==> src/rtl/systolic_feeder.sv <==
// systolic_feeder: buffers A rows / B columns and streams them diagonally skewed into an NxN PE array.
// Ports: clk, rst_n (sync, active low); start; wr_en/wr_sel/wr_lane/wr_idx/wr_data buffer write port (IDLE only);
//        busy, done, pe_rst_n (array accumulator clear), array_en; a_lane/b_lane N packed DW-bit edge lanes.
module systolic_feeder #(
    parameter int N         = 4,
    parameter int K         = 4,
    parameter int DW        = 8,
    parameter int DRAIN_CYC = 12
) (
    input  logic                                 clk,
    input  logic                                 rst_n,
    input  logic                                 start,
    input  logic                                 wr_en,
    input  logic                                 wr_sel,
    input  logic [(N > 1 ? $clog2(N) : 1)-1:0]  wr_lane,
    input  logic [(K > 1 ? $clog2(K) : 1)-1:0]  wr_idx,
    input  logic [DW-1:0]                        wr_data,
    output logic                                 busy,
    output logic                                 done,
    output logic                                 pe_rst_n,
    output logic                                 array_en,
    output logic [N*DW-1:0]                      a_lane,
    output logic [N*DW-1:0]                      b_lane
);
    localparam int LW   = N > 1 ? $clog2(N) : 1;
    localparam int KW   = K > 1 ? $clog2(K) : 1;
    localparam int CMAX = (K + N > DRAIN_CYC) ? K + N : DRAIN_CYC;
    localparam int CW   = $clog2(CMAX + 1);

    typedef enum logic [2:0] {IDLE, CLEAR, FEED, DRAIN, DONE} state_t;

    state_t          state, state_nxt;
    logic [CW-1:0]   cnt, cnt_nxt;
    logic [DW-1:0]   a_mem [N][K];
    logic [DW-1:0]   b_mem [N][K];
    logic [N*DW-1:0] a_nxt, b_nxt;

    always_ff @(posedge clk) begin
        if (!rst_n) begin
            state <= IDLE;
            cnt   <= '0;
        end else begin
            state <= state_nxt;
            cnt   <= cnt_nxt;
        end
    end

    // cnt is the FEED slot index t, then reused as the DRAIN cycle index
    always_comb begin
        state_nxt = state;
        cnt_nxt   = cnt;
        case (state)
            IDLE:  state_nxt = start ? CLEAR : IDLE;
            CLEAR: begin
                state_nxt = FEED;
                cnt_nxt   = '0;
            end
            FEED: begin
                state_nxt = (cnt == CW'(K + N - 2)) ? DRAIN : FEED;
                cnt_nxt   = (cnt == CW'(K + N - 2)) ? '0 : cnt + 1'b1;
            end
            DRAIN: begin
                state_nxt = (cnt == CW'(DRAIN_CYC - 1)) ? DONE : DRAIN;
                cnt_nxt   = (cnt == CW'(DRAIN_CYC - 1)) ? '0 : cnt + 1'b1;
            end
            default: state_nxt = IDLE;
        endcase
    end

    // Buffers are only writable while idle so a run always sees a stable operand set
    always_ff @(posedge clk) begin
        if (state == IDLE && wr_en && {1'b0, wr_lane} < (LW + 1)'(N) && {1'b0, wr_idx} < (KW + 1)'(K)) begin
            if (wr_sel)
                b_mem[wr_lane][wr_idx] <= wr_data;
            else
                a_mem[wr_lane][wr_idx] <= wr_data;
        end
    end

    // Lanes are computed from the next state/slot so the registered value lines up with its slot.
    // Lane g is delayed by g slots: element index k = t - g, valid when 0 <= k < K.
    for (genvar g = 0; g < N; g++) begin : g_lane
        logic [CW:0] k;
        logic        v;
        assign k = {1'b0, cnt_nxt} - (CW + 1)'(g);
        assign v = state_nxt == FEED && !k[CW] && k < (CW + 1)'(K);
        assign a_nxt[g*DW +: DW] = v ? a_mem[g][k[KW-1:0]] : '0;
        assign b_nxt[g*DW +: DW] = v ? b_mem[g][k[KW-1:0]] : '0;
    end

    always_ff @(posedge clk) begin
        if (!rst_n) begin
            busy     <= 1'b0;
            done     <= 1'b0;
            pe_rst_n <= 1'b1;
            array_en <= 1'b0;
            a_lane   <= '0;
            b_lane   <= '0;
        end else begin
            busy     <= state_nxt inside {CLEAR, FEED, DRAIN};
            done     <= state_nxt == DONE;
            pe_rst_n <= state_nxt != CLEAR;
            array_en <= state_nxt inside {FEED, DRAIN};
            a_lane   <= a_nxt;
            b_lane   <= b_nxt;
        end
    end
endmodule

==> config.mk <==
export PLATFORM = sky130hd
export DESIGN_NAME = systolic_feeder
export DESIGN_NICKNAME = d
export VERILOG_FILES = /design/src/rtl/systolic_feeder.sv
export SDC_FILE = /design/constraint.sdc
export NUM_CORES = 1
export LEC_CHECK = 0
export ABC_CLOCK_PERIOD_IN_PS = 7400
export CAP_MARGIN = 20
export CORE_MARGIN = 3
export CORE_UTILIZATION = 50
export CTS_BUF_LIST = sky130_fd_sc_hd__clkbuf_2 sky130_fd_sc_hd__clkbuf_4 sky130_fd_sc_hd__clkbuf_8
export CTS_CLUSTER_SIZE = 10
export DETAILED_ROUTE_END_ITERATION = 10
export PLACE_DENSITY = 0.69
export SLEW_MARGIN = 20
export SYNTH_ARGS = -nofsm -noshare
export SYNTH_HDL_FRONTEND = slang
export SYNTH_SLANG_ARGS = --single-unit
==> constraint.sdc <==
create_clock -name clk -period 7.4 [get_ports clk]
set_input_delay 1.48 -clock clk [delete_from_list [all_inputs] [get_ports clk]]
set_output_delay 1.48 -clock clk [all_outputs]
set_load 0.02 [all_outputs]
==> results of run 1 <==
-- kinds of logic (layout without fill, tap and decap cells) --
kind of cell / Yosys count / after routing
flip-flops: 331 / 331
AO/OA/AOI/OAI: 52 / 52
buffers and inverters: 39 / 191
adder cells (fa/ha/maj): 7 / 7
AND/OR/NAND/NOR: 191 / 191
multiplexers: 93 / 93
-- through the flow --
step	setup WS (ps)	hold WS [ps]	total power, mW
2_1_floorplan	4360	500	2.26
3_3_place_gp	3170	549	2.35
3_5_place_dp	3020	566	2.35
4_1_cts	3010	581	3.87
5_1_grt	2710	631	3.97
6_report	2990	594	3.82
-- registers in the layout, summed over array words and instances, names as in the netlist --
signal,count
a_lane,32
a_mem,128
array_en,1
b_lane,32
b_mem,128
busy,1
cnt,4
done,1
pe_rst_n,1
state,3
-- cell type report --
class                      count  area, sq um  share of cell area, %
sequential                   331         9190                   64.0
multi-input combinational    343         2800                   19.5
clock buffer                  77          953                   6.64
timing repair buffer          94          906                   6.31
tap                          319          399                   2.78
clock inverter                17          103                  0.714
inverter                       3         13.8                 0.0958
-- cells in the final DEF, fill, tap and decap left out, drive strengths merged, types with 2 or more instances in the layout --
cell / synthesis / routed
clkbuf: 13 / 77
and4b: 2 / 2
nor3b: 2 / 2
a211oi: 17 / 17
nor3: 16 / 16
and2: 6 / 6
and3b: 2 / 2
a21boi: 2 / 2
nor2: 38 / 38
edfxtp: 256 / 256
and3: 18 / 18
o22ai: 3 / 3
buf: 23 / 12
a2111oi: 2 / 2
or2: 3 / 3
ha: 7 / 7
mux2: 14 / 14
a21oi: 18 / 18
o211ai: 2 / 2
dfxtp: 75 / 75
nand2: 64 / 64
nand3: 7 / 7
clkinv: 0 / 15
nand2b: 5 / 5
clkdlybuf4s50: 0 / 82
mux4: 32 / 32
nor2b: 23 / 23
o21ai: 4 / 4
inv: 3 / 3
mux2i: 47 / 47
-- per-layer routing --
layer	up-vias	GRT usage, %	wire [um]	part of all wire, %
li1	2931	-	-	-
met1	3151	23.7	9870	42
met2	166	30.6	11900	51
met3	28	3.80	1290	5.5
met4	0	4.42	292	1.3
met5	-	0	0	0
-- critical path, cell delays in order (launching register included) --
cell	delay (ps)
dfxtp_1	390
inv_1	110
ha_1	200
and3b_1	210
o22a_4	260
o21ai_4	120
buf_4	790
inv_1	640
ha_1	420
nor3_1	210
a21boi_1	130
buf_4	230
a2111oi_1	520
-- power groups by stage --
stage	Combinational [mW]	Clock, mW	Sequential [mW]
2_1_floorplan	0.189	0	2.07
3_3_place_gp	0.282	0	2.06
3_5_place_dp	0.288	0	2.07
4_1_cts	0.289	1.55	2.03
5_1_grt	0.307	1.63	2.03
6_report	0.284	1.51	2.03
-- how the worst max path moves through the flow --
stage / start / to / slack (ps) / cells past startpoint
after CTS: cnt[0] / a_lane[21] / 3010 / 12
after global placement: cnt[0] / a_lane[21] / 3170 / 12
after floorplan: cnt[0] / a_lane[10] / 4360 / 15
after global routing: cnt[0] / a_lane[21] / 2710 / 12
final: cnt[0] / a_lane[21] / 2990 / 12
after detailed placement: cnt[0] / a_lane[21] / 3020 / 12
==> flow_summary.ini, run 1 <==
[route]
via_per_inst = 5.30
ant_nets = 0
dr.pass1.iters = 4
drtIter0Drc = 482
finalWirelength_mm = 23.3
drc_errors = 0
wl_per_cell_um = 19.7
vias = 6276

[synth]
synth_area_sq_um = 12200
syn_area_per_cell_sq_um = 17.1
synth_common_cells = edfxtp_1 (256), dfxtp_1 (75), nand2_1 (64)
synthXorXnorAreaFrac_pct = 0
yosysTopAreaCell = edfxtp_1
synth_top_family_by_area = multiplexers
syn_inst = 713
syn_nets = 737
ys.flop_type = edfxtp_1
synth_mux_area_share_pct = 11.1
async_reset_ff_share_pct = 0
synth_simple_gate_area_share_pct = 7.74
synth_compound_area_share_pct = 3.34
synth_seq_cells = 331
synth.most_common_cell = edfxtp_1
synth_edf_count = 256
synth_adder_area_share_pct = 0.718
post-synth-top-area-fraction_pct = 63.0
yosys-top-cells-area = edfxtp_1 (63%), dfxtp_1 (12%), mux4_2 (5.9%)
synth_cell_type_count = 46
seq_area_frac_synth_pct = 75.4
ys_warn_count = 0

[clock_tree]
cts.sinks = 331
htree_levels = 2
post_cts_buffers = 0
clockRootBuffer = clkbuf_8
cts_buffer_depth = 3
cts_resized = 0
clk-insertion-delay-late_ps = 560
clk_pin_slew_worst_paths_ps = 60
hold_buffers = 0
cts_made_buffers = 50
cts_tree = yes

[cells_and_area]
final_cell_area_sq_um = 14400
area_growth_syn_to_layout_pct = 17.8
drive_above_1_share_pct = 19.2
utilization_pct = 60.5
stdcell_count = 1184
n_fill_cell = 1742
final_net_count = 847
antenna_cells = 0

[floorplan]
core.rowCount = 56
coreArea_sq_um = 23800
die_h_um = 162
io_pins = 85
die_w_um = 162
start_util_pct = 51.3
die_area_sq_um = 26300

[placed_design]
hpwl_mm = 13.9
place_area_sq_um = 13300
dpl.cell_count = 1090
port-buffer-count = 84
place.gp.congestion = 0.719

[sta]
fmax_ghz = 0.227
rsz0062_at_grt = no
relSlewSlack_pct = 31.6
worstMarginPinSlew_ps = 1030
fin_tns_setup_ps = 0
maxSlewViolCount = 0
period_minus_slack_ps = 4410
hold_violations = 0
setup_viol = 0
fin_crit_sh_pct = 59.6
clock_skew_ps = 25.1

[outcome]
outcome = complete, no violations

[grt]
grt_max_degree = 69
grt_pass1_wl_mm = 36.3
first_global_vias = 6579
grt_antenna_before_repair = 0
grt_util_all_layers_pct = 17.9
grt.overflow.total = 0

[power]
p_sw_share_pct = 21.5
internal_power_mw = 3.00
combPwrFrac_pct = 7.4
clkPwrFrac_pct = 39.6
seqPwrFrac_pct = 53.0
leakage_nw = 4.71
powerDensity_nw_per_um2 = 266
p_sw_mw = 0.823
peakVddDrop_mv = 0.124

[setup_path]
worstPathArrival_ps = 4800
ff2ff_setup_slack_ps = 2990
crit_type = reg -> reg
cp-start-kind = flip-flop
endpoint_kind = flip-flop
reg2reg_depth = 12
path_max_fanout = 68
r2r_start = cnt[0]
cp.required_ps = 7790
rr_endpoint = a_lane[21]

[flow_run]
maxCapViolCount = 0

[worst_hold_path]
worstHoldPathCells = 1
hold_class = reg -> reg
hold_start = state[2]
whs_endpoint = state[2]
Note: power is estimated with default switching activity, not from simulation.
==> run 2, diff against run 1 <==
Settings changed: ABC_CLOCK_PERIOD_IN_PS 7400 to 4500.
Clock period 7.4 ns to 4.5 ns, I/O delays scaled along.
==> run 2 against run 1 <==
Effect of this change: final cell count is 0.51% higher; largest cell class unchanged; count of clock-buffer cells in the layout stayed put; global-route usage is 1.1 points higher.
==> flow_summary.ini, run 2 (synthesized netlist as in run 1, its figures left out) <==
[outcome]
outcome = complete, no violations

[grt]
grt_antenna_before_repair = 0
grt_max_degree = 40
grt_util_all_layers_pct = 19.0
busiest_layer = met2
grt.overflow.total = 0
grt_pass1_wl_mm = 38.0
grtUsageMet3_pct = 3.26
grt_use_met1_pct = 25.7
first_global_vias = 6721
met2_usage_pct = 31.3

[setup_path]
cp-start-kind = flip-flop
path_buf_inv = 3
cp_slowest_cell = dfxtp_1
path_max_fanout = 22
setup.worst_path.start = cnt[0]
path_cells = inv_1 > ha_1 > and3b_1 > o22a_4 > o21ai_4 > inv_1 > ha_1 > nor3_1 > a21boi_1 > buf_4 > a2111oi_1
cp.required_ps = 4940
crit_path_max_incr_delay_ps = 400
endpoint_kind = flip-flop
r2r_start = cnt[0]
worstPathArrival_ps = 3620
cp_top_family = compound AO/OA/AOI/OAI gates
crit_type = reg -> reg

[sta]
worstMarginPinSlew_ps = 943
maxSlewViolCount = 0
clock_skew_ps = 17.9
fin_tns_setup_ps = 0
rsz0062_at_grt = no
hold_violations = 0
setup_viol = 0
fin_crit_sh_pct = 70.6
relSlewSlack_pct = 37.0
fmax_ghz = 0.315
period_minus_slack_ps = 3180

[route]
finalWirelength_mm = 24.7
drc_errors = 0
dr.pass1.iters = 5
drtIter0Drc = 577
ant_nets = 0
vias = 6441
wl_per_cell_um = 20.7
via_per_inst = 5.41

[floorplan]
coreArea_sq_um = 23800
io_pins = 85
core.rowCount = 56
start_util_pct = 51.3
die_area_sq_um = 26300
die_h_um = 162
die_w_um = 162

[power]
peakVddDrop_mv = 0.249
powerDensity_nw_per_um2 = 454
leakage_nw = 4.77

[cells_and_area]
final_cell_mix = edfxtp_1 (256), clkdlybuf4s50_1 (82), dfxtp_1 (75)
layout_commonest_cell = edfxtp_1
drive_above_1_share_pct = 20.0
area_growth_syn_to_layout_pct = 19.0
final_net_count = 851
largest_registers = a_mem (128), b_mem (128)
utilization_pct = 61.1

[clock_tree]
clk_pin_slew_worst_paths_ps = 60
post_cts_buffers = 0
htree_levels = 2
cts_resized = 0
hold_buffers = 0
cts_buffer_depth = 3
clockRootBuffer = clkbuf_8
cts_made_buffers = 51
clk-insertion-delay-late_ps = 570
cts_tree = yes
cts.sinks = 331

[worst_hold_path]
hold_class = reg -> reg
hold_start = state[2]

[placed_design]
hpwl_mm = 15.2
port-buffer-count = 84
place.gp.congestion = 0.812

[flow_run]
maxCapViolCount = 0
[run 2: cell types whose count changed in the layout (fill, tap and decap cells not counted), sizes merged]
cell,before,now
diode,0,1
inv,3,4
bufinv,1,5
clkinv,15,12
buf,12,15
[run 2: stage by stage]
| step | std cells | power, mW | setup slack, ps | cell area, sq um | hold WS [ps] |
|---|---|---|---|---|---|
| finish | 1190 | 6.58 | 1320 | 14500 | 562 |
| global route | 1189 | 6.82 | 1110 | 14500 | 630 |
| CTS | 1189 | 6.64 | 1370 | 14500 | 563 |
| detailed placement | 1093 | 3.87 | 933 | 13300 | 577 |
| global placement | 1093 | 3.87 | 1030 | 13300 | 551 |
| floorplan | 713 | 3.72 | 1460 | 12200 | 500 |
[run 2: path summary, 6_finish.rpt]
path / endpoint / slack (ps) / cells past startpoint
hold / removal: done / 560 / 1
hold reg to reg: done / 560 / 1
setup reg to reg: a_lane[21] / 1320 / 11
setup / recovery: a_lane[21] / 1320 / 11
[run 2: layout make-up]
class / instances / area, sq um
clock inverters: 19 / 224
diodes: 1 / 2.50
multi-input cells: 343 / 2790
inverters: 3 / 13.8
repair buffers: 97 / 928
well taps: 319 / 399
clock buffers: 77 / 960
flip-flops and latches: 331 / 9190
fillers: 1729 / 9240
[run 2: power breakdown]
group	switching (mW)	internal [mW]
combinational	0.264	0.208
sequential	0.0127	3.32
clock	1.12	1.66
[run 2: per-layer routing]
metal  vias to the layer above  wire length, um  part of all wire, %
met3                        57             1510                  6.1
met1                      3223            10300                   42
li1                       2947                -                    -
met4                         0              638                  2.6
met2                       214            12200                   50
met5                         -                0                    0
